**src/rtl/serial_cmd_pkg.sv**
```systemverilog
// Shared constants and state encoding for the serial command decoder.
package serial_cmd_pkg;

  localparam int unsigned HDR_BITS   = 8;
  localparam int unsigned FRAME_BITS = 40;
  localparam int unsigned RW_BIT     = 7;
  localparam int unsigned CNT_W      = 6;

  typedef enum logic [1:0] {
    IDLE,
    HEADER,
    WDATA,
    RDATA
  } state_t;

endpackage

```
**src/rtl/serial_edge_sync.sv**
```systemverilog
// Multi-stage synchronizer for an asynchronous serial pin, with single-cycle
// rise/fall pulses derived from the synchronized level.
module serial_edge_sync
  import serial_cmd_pkg::*;
#(
  parameter int unsigned SYNC_STAGES = 2
) (
  input  logic master_clk,
  input  logic reset,
  input  logic async_in,
  output logic rise,
  output logic fall
);

  logic [SYNC_STAGES-1:0] sync_q;
  logic                   edge_q;
  logic                   sync_lvl;

  // Synchronizer chain followed by the edge-detect register. Clearing to 0
  // means a pin already low when reset releases never produces a fall pulse.
  always_ff @(posedge master_clk) begin
    if (reset) begin
      sync_q <= '0;
      edge_q <= 1'b0;
    end else begin
      sync_q <= {sync_q[SYNC_STAGES-2:0], async_in};
      edge_q <= sync_q[SYNC_STAGES-1];
    end
  end

  assign sync_lvl = sync_q[SYNC_STAGES-1];
  assign rise     = sync_lvl & ~edge_q;
  assign fall     = ~sync_lvl & edge_q;

endmodule

```
**src/rtl/serial_cmd_decoder.sv**
```systemverilog
// Serial control bus front-end: decodes SEN/SCLK/SDI frames into the parallel
// write bus and services readback frames onto SDO.
module serial_cmd_decoder
  import serial_cmd_pkg::*;
#(
  parameter int unsigned SYNC_STAGES = 2,
  parameter int unsigned ADDR_W      = 7,
  parameter int unsigned DATA_W      = 32
) (
  input  logic              master_clk,
  input  logic              reset,
  input  logic              serial_enable_n,
  input  logic              serial_clock,
  input  logic              serial_data_in,
  output logic              serial_data_out,
  output logic              serial_data_oe,
  output logic [ADDR_W-1:0] serial_addr,
  output logic [DATA_W-1:0] serial_data,
  output logic              serial_strobe,
  output logic [ADDR_W-1:0] rd_addr,
  output logic              rd_req,
  input  logic [DATA_W-1:0] rd_data,
  output logic              frame_error
);

  localparam logic [CNT_W-1:0] HDR_LAST = CNT_W'(HDR_BITS - 1);
  localparam logic [CNT_W-1:0] HDR_CNT  = CNT_W'(HDR_BITS);
  localparam logic [CNT_W-1:0] WR_CNT   = CNT_W'(FRAME_BITS);

  logic                   sen_rise;
  logic                   sen_fall;
  logic                   sclk_rise;
  logic                   sclk_fall;
  logic [SYNC_STAGES-1:0] sdi_q;
  logic                   sdi_d;

  state_t                 state;
  logic [CNT_W-1:0]       bit_cnt;
  logic [CNT_W-1:0]       cnt_inc;
  logic [HDR_BITS-2:0]    hdr_sr;
  logic [HDR_BITS-1:0]    hdr_next;
  logic [DATA_W-1:0]      data_sr;
  logic [DATA_W-1:0]      out_sr;
  logic                   load_now;

  serial_edge_sync #(.SYNC_STAGES(SYNC_STAGES)) u_sen_sync (
    .master_clk (master_clk),
    .reset      (reset),
    .async_in   (serial_enable_n),
    .rise       (sen_rise),
    .fall       (sen_fall)
  );

  serial_edge_sync #(.SYNC_STAGES(SYNC_STAGES)) u_sclk_sync (
    .master_clk (master_clk),
    .reset      (reset),
    .async_in   (serial_clock),
    .rise       (sclk_rise),
    .fall       (sclk_fall)
  );

  // SDI delay line, same depth as the synchronizers so it stays aligned with SCLK.
  always_ff @(posedge master_clk) begin
    if (reset) begin
      sdi_q <= '0;
    end else begin
      sdi_q <= {sdi_q[SYNC_STAGES-2:0], serial_data_in};
    end
  end

  assign sdi_d = sdi_q[SYNC_STAGES-1];

  // Header view including the bit arriving this cycle; the R/W bit is only
  // needed at the moment the header completes, so it is never stored.
  always_comb begin
    hdr_next = {hdr_sr, sdi_d};
    cnt_inc  = (bit_cnt == '1) ? bit_cnt : bit_cnt + 1'b1;
  end

  assign serial_data_out = out_sr[DATA_W-1];

  // Frame FSM with registered write bus, readback request and SDO shifter.
  always_ff @(posedge master_clk) begin
    if (reset) begin
      state          <= IDLE;
      bit_cnt        <= '0;
      hdr_sr         <= '0;
      data_sr        <= '0;
      out_sr         <= '0;
      load_now       <= 1'b0;
      serial_addr    <= '0;
      serial_data    <= '0;
      serial_strobe  <= 1'b0;
      rd_req         <= 1'b0;
      rd_addr        <= '0;
      frame_error    <= 1'b0;
      serial_data_oe <= 1'b0;
    end else begin
      serial_strobe <= 1'b0;
      rd_req        <= 1'b0;
      frame_error   <= 1'b0;
      load_now      <= rd_req;

      case (state)
        IDLE: begin
          if (sen_fall) begin
            state   <= HEADER;
            bit_cnt <= '0;
          end
        end

        HEADER: begin
          if (sen_rise) begin
            frame_error <= 1'b1;
            state       <= IDLE;
          end else if (sclk_rise) begin
            hdr_sr  <= hdr_next[HDR_BITS-2:0];
            bit_cnt <= cnt_inc;
            if (bit_cnt == HDR_LAST) begin
              if (hdr_next[RW_BIT]) begin
                state   <= RDATA;
                rd_req  <= 1'b1;
                rd_addr <= hdr_next[ADDR_W-1:0];
              end else begin
                state <= WDATA;
              end
            end
          end
        end

        WDATA: begin
          if (sen_rise) begin
            state <= IDLE;
            if (bit_cnt == WR_CNT) begin
              serial_strobe <= 1'b1;
              serial_addr   <= hdr_sr[ADDR_W-1:0];
              serial_data   <= data_sr;
            end else begin
              frame_error <= 1'b1;
            end
          end else if (sclk_rise) begin
            data_sr <= {data_sr[DATA_W-2:0], sdi_d};
            bit_cnt <= cnt_inc;
          end
        end

        RDATA: begin
          if (sen_rise) begin
            state          <= IDLE;
            serial_data_oe <= 1'b0;
            out_sr         <= '0;
          end else begin
            if (sclk_rise) begin
              bit_cnt <= cnt_inc;
            end
            // The falling edge that closes the last header bit must not shift:
            // the MSB has to stay on SDO until the master samples it on the
            // next rising edge.
            if (load_now) begin
              out_sr         <= rd_data;
              serial_data_oe <= 1'b1;
            end else if (sclk_fall && (bit_cnt > HDR_CNT)) begin
              out_sr <= {out_sr[DATA_W-2:0], 1'b0};
            end
          end
        end

        default: state <= IDLE;
      endcase
    end
  end

endmodule

```
**config.mk**
```make
export PLATFORM = sky130hd
export DESIGN_NAME = serial_cmd_decoder
export DESIGN_NICKNAME = d
export VERILOG_FILES = /design/src/rtl/serial_cmd_pkg.sv /design/src/rtl/serial_edge_sync.sv /design/src/rtl/serial_cmd_decoder.sv
export SDC_FILE = /design/constraint.sdc
export NUM_CORES = 1
export LEC_CHECK = 0
export CORE_MARGIN = 1
export CORE_UTILIZATION = 48
export CTS_CLUSTER_SIZE = 28
export DETAILED_ROUTE_END_ITERATION = 12
export GPL_TIMING_DRIVEN = 0
export PLACE_DENSITY = 0.76
export SYNTH_ARGS = -nofsm -noshare
export SYNTH_HDL_FRONTEND = slang
export SYNTH_SLANG_ARGS = --single-unit
```
**constraint.sdc**
```tcl
create_clock -name master_clk -period 1.8 [get_ports master_clk]
set_input_delay 0.36 -clock master_clk [delete_from_list [all_inputs] [get_ports master_clk]]
set_output_delay 0.36 -clock master_clk [all_outputs]
set_load 0.01 [all_outputs]
```
==> key figures, run 1 <==
Logic synthesis
  – Post-synth EDFFs: 0
  – Cell area after synthesis: between 5000 and 6000 um^2
  – Synth Register Bits: approximately 140
  – Post-Syn Instances: between 600 and 700
  – Warnings from Yosys: 0
  – Mapped Nets: roughly 650
  – Distinct cell type count of the synthesized netlist: 46
  – Sequential area share after synthesis: 0.5108
  – Post-synth top area share: 0.5108
  – Area leader, netlist: dfxtp_1
  – Synth top cells by count: nand2_1, dfxtp_1, a21oi_1, mux2i_1, o2bb2ai_1
  – Synth Area per Inst: 8.896 um^2
  – Synth top area cells: dfxtp_1, nand2_1, a21oi_1
  – Most frequent cell after synthesis: nand2_1
  – Ys async rst share: 0
  – Main synth FF type: dfxtp_1

Timing
  – Max-slew violations: 0
  – Min cycle time layout: ~1.8 ns
  – Skew final: between 0.009 and 0.01 ns
  – RSZ-0062 raised after global routing: yes
  – Final setup vio count: 0
  – Worst rel slew slack: 0.5508
  – Slew at the pin closest to its max-slew limit: a little under 0.7 ns
  – Worst setup margin: roughly 0.046 ns
  – Highest Clock Rate: around 0.57 GHz
  – Fin. Hold Viols: 0
  – Final clock period utilization by the worst path: 0.9744

Drt
  – Routed WL: around 12000 um
  – Final ANT Viol Nets: 0
  – Initial DRC Count: 186
  – Wire length per cell: between 10 and 15 um
  – Via density: between 5 and 6
  – Vias after detailed routing: 4650
  – DRC viols: 0
  – 1st-pass router iterations: 5

Power and ir drop
  – Maximum vdd drop: 599.5 uV
  – Pwr Density: approximately 1000 nW/um^2
  – Leak Pwr: 2.936 nW

Global route
  – GRT Overall Usage: 0.2210
  – Vias in the first global route: approximately 4300
  – First-pass GRT wire length: roughly 20000 um
  – Remaining global-route overflow: 0
  – Initial antenna violation count: 0
  – Largest net degree at the start of global routing: 17

Critical path
  – CP Class: register to output port
  – CP max FO: 2
  – CP max stage delay: 0.54 ns
  – Reg-to-Reg Start: state[0]$_SDFFE_PP0P_
  – Path depth of the worst reg2reg path: 5
  – Worst Path Buf+Inv: 1
  – R2r endpoint: state[0]$_SDFFE_PP0P_
  – Req. time, crit path: approximately 1.4 ns
  – CP arrival: 1.39 ns
  – Crit path cell chain: clkdlybuf4s50_1
  – Startpoint types: register
  – Slowest-stage cell, CP: clkdlybuf4s50_1
  – Delay-heaviest family, CP: buffers and inverters
  – Endpoint type of the worst setup path: output port
  – Flop2flop setup slack: 0.05 ns

Clock network
  – CTS tree: built
  – Root buf cell: clkbuf_8
  – Max Buffers Root-to-Sink: 2
  – # clock sinks: about 140
  – Worst-path clk slew: around 0.060 ns
  – Post-CTS Hold Buffers: 0
  – Worst skew pair latency: around 0.52 ns
  – Clock buffer count from CTS: 17
  – Htree depth: 4

Die
  – Initial core utilization: 0.4968
  – Core Area: approximately 11000 um^2
  – # rows: 38
  – Die area: approximately 12000 um^2
  – Die height: between 100 and 150 um
  – Die width: between 100 and 150 um
  – Io pins: just under 90

Run
  – Max cap viols: 0

Place
  – Detail Placement HPWL: about 8500 um
  – Placed cell count: ~840
  – GPL Wtd Cong: ~0.84
  – DP Worst Slack: -0.3341 ns
  – Port bufs: 87

Final layout
  – Nets: 760
  – Synth-to-layout area growth: 33.63%
  – Ant. Diodes: 0
  – Non-Filler Instances: about 870
  – Share of the core filled with cells: 0.6639
  – Share of layout cells above drive strength 1: 0.1221

Min path
  – Worst Hold Path Cells: 2
  – Hold_sp: serial_clock
  – Worst hold path class: input pin to register
  – Hold endpoint: u_sclk_sync.sync_q[0]$_SDFF_PP0_

Run status
  – Run status: complete, no violations
how the worst max path moves through the flow:
stage	from	endpoint	slack [ns]	cells after the start
6_report	rd_addr[1]$_SDFFE_PP0P_	rd_addr[1]	0.05	1
5_1_grt	u_sen_sync.sync_q[1]$_SDFF_PP0_	data_sr[8]$_SDFFE_PP0P_	-0.05	6
4_1_cts	serial_data[2]$_SDFFE_PP0P_	serial_data[2]	0.001	1
3_5_place_dp	reset	rd_addr[0]$_SDFFE_PP0P_	-0.33	4
3_3_place_gp	reset	rd_req$_SDFF_PP0_	-0.25	4
2_1_floorplan	state[0]$_SDFFE_PP0P_	state[0]$_SDFFE_PP0P_	0.09	6
cells by family (layout without fill, tap and decap cells):
| group | count (synthesis) | count (layout) | synth area share |
|---|---|---|---|
| buf+inv | 54 | 175 | 0.05182 |
| simple gates | 228 | 228 | 0.1878 |
| compound gates | 147 | 147 | 0.1700 |
| fa+ha+maj | 7 | 7 | 0.01619 |
| mux | 34 | 34 | 0.06338 |
| flops | 138 | 138 | 0.5108 |
layout by cell type (no fill, tap or decap), types with 7 or more instances in the layout:
master,count
nand3_1,12
o2bb2ai_1,32
nor2b_1,10
clkbuf_16,16
o21ai_0,7
clkdlybuf4s50_1,54
nand2b_1,7
a21oi_1,90
mux2i_1,32
dlymetal6s2s_1,27
nand2_1,154
dfxtp_1,135
clkbuf_1,16
nor2_1,12
buf_2,12
buf_4,13
metal layers:
layer	global-route usage	part of all wire	wire (um)	vias to the layer above
met5	0	0	0	-
met4	0.08415	0.020	255	0
met3	0.06691	0.044	546	21
met2	0.3567	0.50	6177	118
met1	0.2764	0.44	5483	2217
li1	-	-	-	2294
layout make-up:
cell class	instances	area, um^2
plain buffers	46	265.3
clock buffers	18	427.9
clock inverters	14	196.4
fillers	879	3660
inverters	6	22.52
multi-input cells	416	2414
flip-flops and latches	138	2766
well taps	140	175.2
repair buffers	91	960.9
what timing repair did:
item	CTS	global route
resized for setup	16	39
pin swaps	0	3
buffers inserted	1	3
endpoints found under the setup margin	77	102
cloned	0	0
metrics by stage:
stage	power (mW)	instance area (um^2)	hold WS (ns)	TNS [ns]
global placement	3.714	6455	0.4190	-23.79
CTS	7.373	7127	0.3682	0
finish	7.344	7228	0.3877	0
floorplan	3.546	5409	0.4138	0
global route	7.610	7228	0.3747	-0.6234
detailed placement	3.736	6455	0.4239	-29.50
power by group:
group	switching [mW]	total (mW)	internal (mW)
sequential	0.0255	3.11	3.08
combinational	0.335	0.611	0.276
clock	1.33	3.62	2.29
flip-flops by register name, summed over array words and instances, names as in the netlist, 2 cells and up:
signal	flops
serial_data	32
rd_addr	7
state	2
sdi_q	2
u_sen_sync.sync_q	2
u_sclk_sync.sync_q	2
bit_cnt	6
data_sr	32
hdr_sr	7
out_sr	32
serial_addr	7
(Power assumes the default switching activity.)
==> inputs of run 2 (changes only) <==
--- a/config.mk
+++ b/config.mk
@@ -6,11 +6,12 @@
 export NUM_CORES = 1
 export LEC_CHECK = 0
 export CORE_MARGIN = 1
-export CORE_UTILIZATION = 48
+export CORE_UTILIZATION = 50
+export CTS_BUF_LIST = sky130_fd_sc_hd__clkbuf_8
 export CTS_CLUSTER_SIZE = 28
 export DETAILED_ROUTE_END_ITERATION = 12
 export GPL_TIMING_DRIVEN = 0
-export PLACE_DENSITY = 0.76
+export PLACE_DENSITY = 0.78
 export SYNTH_ARGS = -nofsm -noshare
 export SYNTH_HDL_FRONTEND = slang
 export SYNTH_SLANG_ARGS = --single-unit
==> run 2 against run 1 <==
Against the previous run: routed wire length shrank 0.87%; utilization is 0.88 points higher; maximum frequency shrank 1.8%; clock-buffer cell count grew 4; combinational power increased by 2%; flip-flop and latch count did not move; final cell count unchanged.
==> key figures, run 2 (synthesis results as in run 1) <==
Timing
  – Fin. Hold Viols: 0 (unchanged)
  – Final clock period utilization by the worst path: 0.9924 (+0.01797)
  – Skew final: 0.01120 ns (+0.001994 ns)
  – Max-slew violations: 0 (unchanged)
  – Final TNS setup: 0 ns (unchanged)
  – Min cycle time layout: 1.786 ns (+0.03234 ns)
  – Worst rel slew slack: 0.5208 (-0.03009)
  – Highest Clock Rate: 0.5598 GHz (-1.8%)
  – Final setup vio count: 0 (unchanged)
  – Slew at the pin closest to its max-slew limit: 0.7189 ns (+0.04514 ns)

Power and ir drop
  – Int Pwr: 4.610 mW (-18%)
  – Sequential power share: 0.512 (+0.089)
  – Clock power share: 0.385 (-0.109)
  – Pwr Density: 867.7 nW/um^2 (-15%)
  – Maximum vdd drop: 408.9 uV (-32%)
  – Power, Total: 6.079 mW (-17%)
  – Part of the power in combinational logic: 0.102 (+0.019)
  – Leak Pwr: 2.343 nW (-20%)
  – Net Sw Frac: 0.2417 (+0.01123)
  – NetSw: 1.469 mW (-13%)

Die
  – Core Area: 10420 um^2 (-4.3%)
  – Die area: 11240 um^2 (-3.9%)
  – Io pins: 88 (unchanged)
  – # rows: 37 (-2.6%)
  – Die height: 106.0 um (-2.0%)
  – Die width: 106.0 um (-2.0%)
  – Initial core utilization: 0.5193 (+0.02250)

Run status
  – Run status: complete, no violations

Clock network
  – Post-CTS Hold Buffers: 0 (unchanged)
  – # clock sinks: 138 (unchanged)
  – Htree depth: 4 (unchanged)
  – CTS tree: built
  – Clock buffer count from CTS: 17 (unchanged)
  – Worst skew pair latency: 0.44 ns (-0.08 ns)
  – Root buf cell: clkbuf_8
  – Max Buffers Root-to-Sink: 2 (unchanged)
  – Worst-path clk slew: 0.08 ns (+0.02 ns)

Critical path
  – Endpoint type of the worst setup path: register
  – R2r endpoint: out_sr[22]$_SDFFE_PP0P_
  – Path depth of the worst reg2reg path: 8 (+3)
  – Crit path cell chain: inv_1 -> ha_2 -> nand2b_4 -> a211o_4 -> o221ai_4 -> buf_4 -> buf_6 -> o2bb2ai_1
  – Startpoint types: register
  – Reg-to-Reg Start: bit_cnt[0]$_SDFFE_PP0P_
  – CP arrival: 2.15 ns (+0.76 ns)
  – Slowest-stage cell, CP: a211o_4
  – Req. time, crit path: 2.16 ns (+0.72 ns)
  – CP max FO: 10 (+8)
  – CP Class: register to register
  – Flop2flop setup slack: 0.01 ns (-0.03 ns)
  – CP max stage delay: 0.37 ns (-0.17 ns)

Drt
  – Final ANT Viol Nets: 0 (unchanged)
  – Wire length per cell: 14.22 um (-0.87%)
  – Via density: 5.246 (-2.0%)
  – DRC viols: 0 (unchanged)
  – 1st-pass router iterations: 5 (unchanged)
  – Routed WL: 12360 um (-0.87%)
  – Initial DRC Count: 269 (+45%)
  – Vias after detailed routing: 4559 (-2.0%)

Final layout
  – Commonest non-fill, non-tap cells in the layout: nand2_1, dfxtp_1, a21oi_1, clkdlybuf4s50_1
  – FILL cells: 861 (-2.0%)
  – Non-Filler Instances: 869 (unchanged)
  – Final Cell Area: 7007 um^2 (-3.1%)
  – Ant. Diodes: 0 (unchanged)
  – Synth-to-layout area growth: 29.54%
  – Share of layout cells above drive strength 1: 0.1296 (+0.007519)
  – Storage element area: 2769 um^2 (about the same)
  – Nets: 765 (+0.66%)
  – Largest regs: data_sr x32, out_sr x32, serial_data x32
  – Most common cell after layout, fill and taps aside: nand2_1
  – Multi-input logic area: 2425 um^2 (+0.47%)
  – Share of the core filled with cells: 0.6727 (+0.008803)

Global route
  – Remaining global-route overflow: 0 (unchanged)
  – Largest net degree at the start of global routing: 17 (unchanged)
  – First-pass GRT wire length: 19430 um (-3.2%)
  – Initial antenna violation count: 0 (unchanged)
  – GRT Overall Usage: 0.2181 (-0.002827)
  – Vias in the first global route: 4155 (-3.8%)

Run
  – Max cap viols: 0 (unchanged)

Place
  – GPL Wtd Cong: 0.8410 (+0.38%)
  – Placed cell count: 831 (-0.48%)
  – Port bufs: 87 (unchanged)
  – Placed Area: 6450 um^2 (about the same)
  – Detail Placement HPWL: 8435 um (-1.1%)

Min path
  – Hold_sp: u_sclk_sync.sync_q[0]$_SDFF_PP0_
  – Hold endpoint: u_sclk_sync.sync_q[1]$_SDFF_PP0_
  – Worst hold path class: register to register
  – Worst Hold Path Cells: 1 (-1)
run 2: final cells by class:
class,instances,share of cell area
flip-flops and latches,138,0.3952
multi-input cells,416,0.3461
repair buffers,97,0.1357
clock buffers,22,0.04321
plain buffers,45,0.04161
well taps,136,0.02429
clock inverters,9,0.01036
inverters,6,0.003571
run 2: critical path, delay by kind of cell (launching register included):
kind / cells / cell delay, ns
compound gates: 3 / 0.70
buf+inv: 3 / 0.39
flops: 1 / 0.35
fa+ha+maj: 1 / 0.19
simple gates: 1 / 0.08
run 2: timing repair:
| item | in CTS | in global routing |
|---|---|---|
| gates cloned | 0 | 3 |
| pin swaps | 0 | 5 |
| endpoints found under the setup margin | 72 | 89 |
| setup buffers | 0 | 7 |
| resized for setup | 12 | 25 |
run 2: worst max path at each step:
stage	start	endpoint	slack, ns	cells past startpoint
after floorplan	state[0]$_SDFFE_PP0P_	state[0]$_SDFFE_PP0P_	0.09	6
after global placement	reset	rd_addr[1]$_SDFFE_PP0P_	-0.27	4
after detailed placement	reset	rd_addr[1]$_SDFFE_PP0P_	-0.28	4
after CTS	state[1]$_SDFFE_PP0P_	rd_addr[5]$_SDFFE_PP0P_	0.02	7
after global routing	bit_cnt[0]$_SDFFE_PP0P_	out_sr[30]$_SDFFE_PP0P_	-0.07	8
final	bit_cnt[0]$_SDFFE_PP0P_	out_sr[22]$_SDFFE_PP0P_	0.01	8
run 2: metal layers:
| metal | vias up | track usage | share of wire |
|---|---|---|---|
| met5 | - | 0 | 0 |
| met4 | 0 | 0.07639 | 0.014 |
| met3 | 20 | 0.05518 | 0.049 |
| met2 | 118 | 0.3543 | 0.49 |
| met1 | 2115 | 0.2816 | 0.45 |
| li1 | 2306 | - | - |
run 2: power groups by stage:
stage	Combinational [mW]	Sequential [mW]	Clock [mW]
after global placement	0.546	3.16	0
after floorplan	0.385	3.16	0
after detailed placement	0.569	3.17	0
after CTS	0.586	3.11	2.37
final	0.622	3.12	2.34
after global routing	0.681	3.12	2.52
run 2: metrics by stage:
stage	hold WS, ns	worst slack (ns)
after global placement	0.4176	-0.2709
after global routing	0.4587	-0.06538
after floorplan	0.4138	0.09453
after detailed placement	0.4247	-0.2785
final	0.4402	0.01373
after CTS	0.4417	0.02194
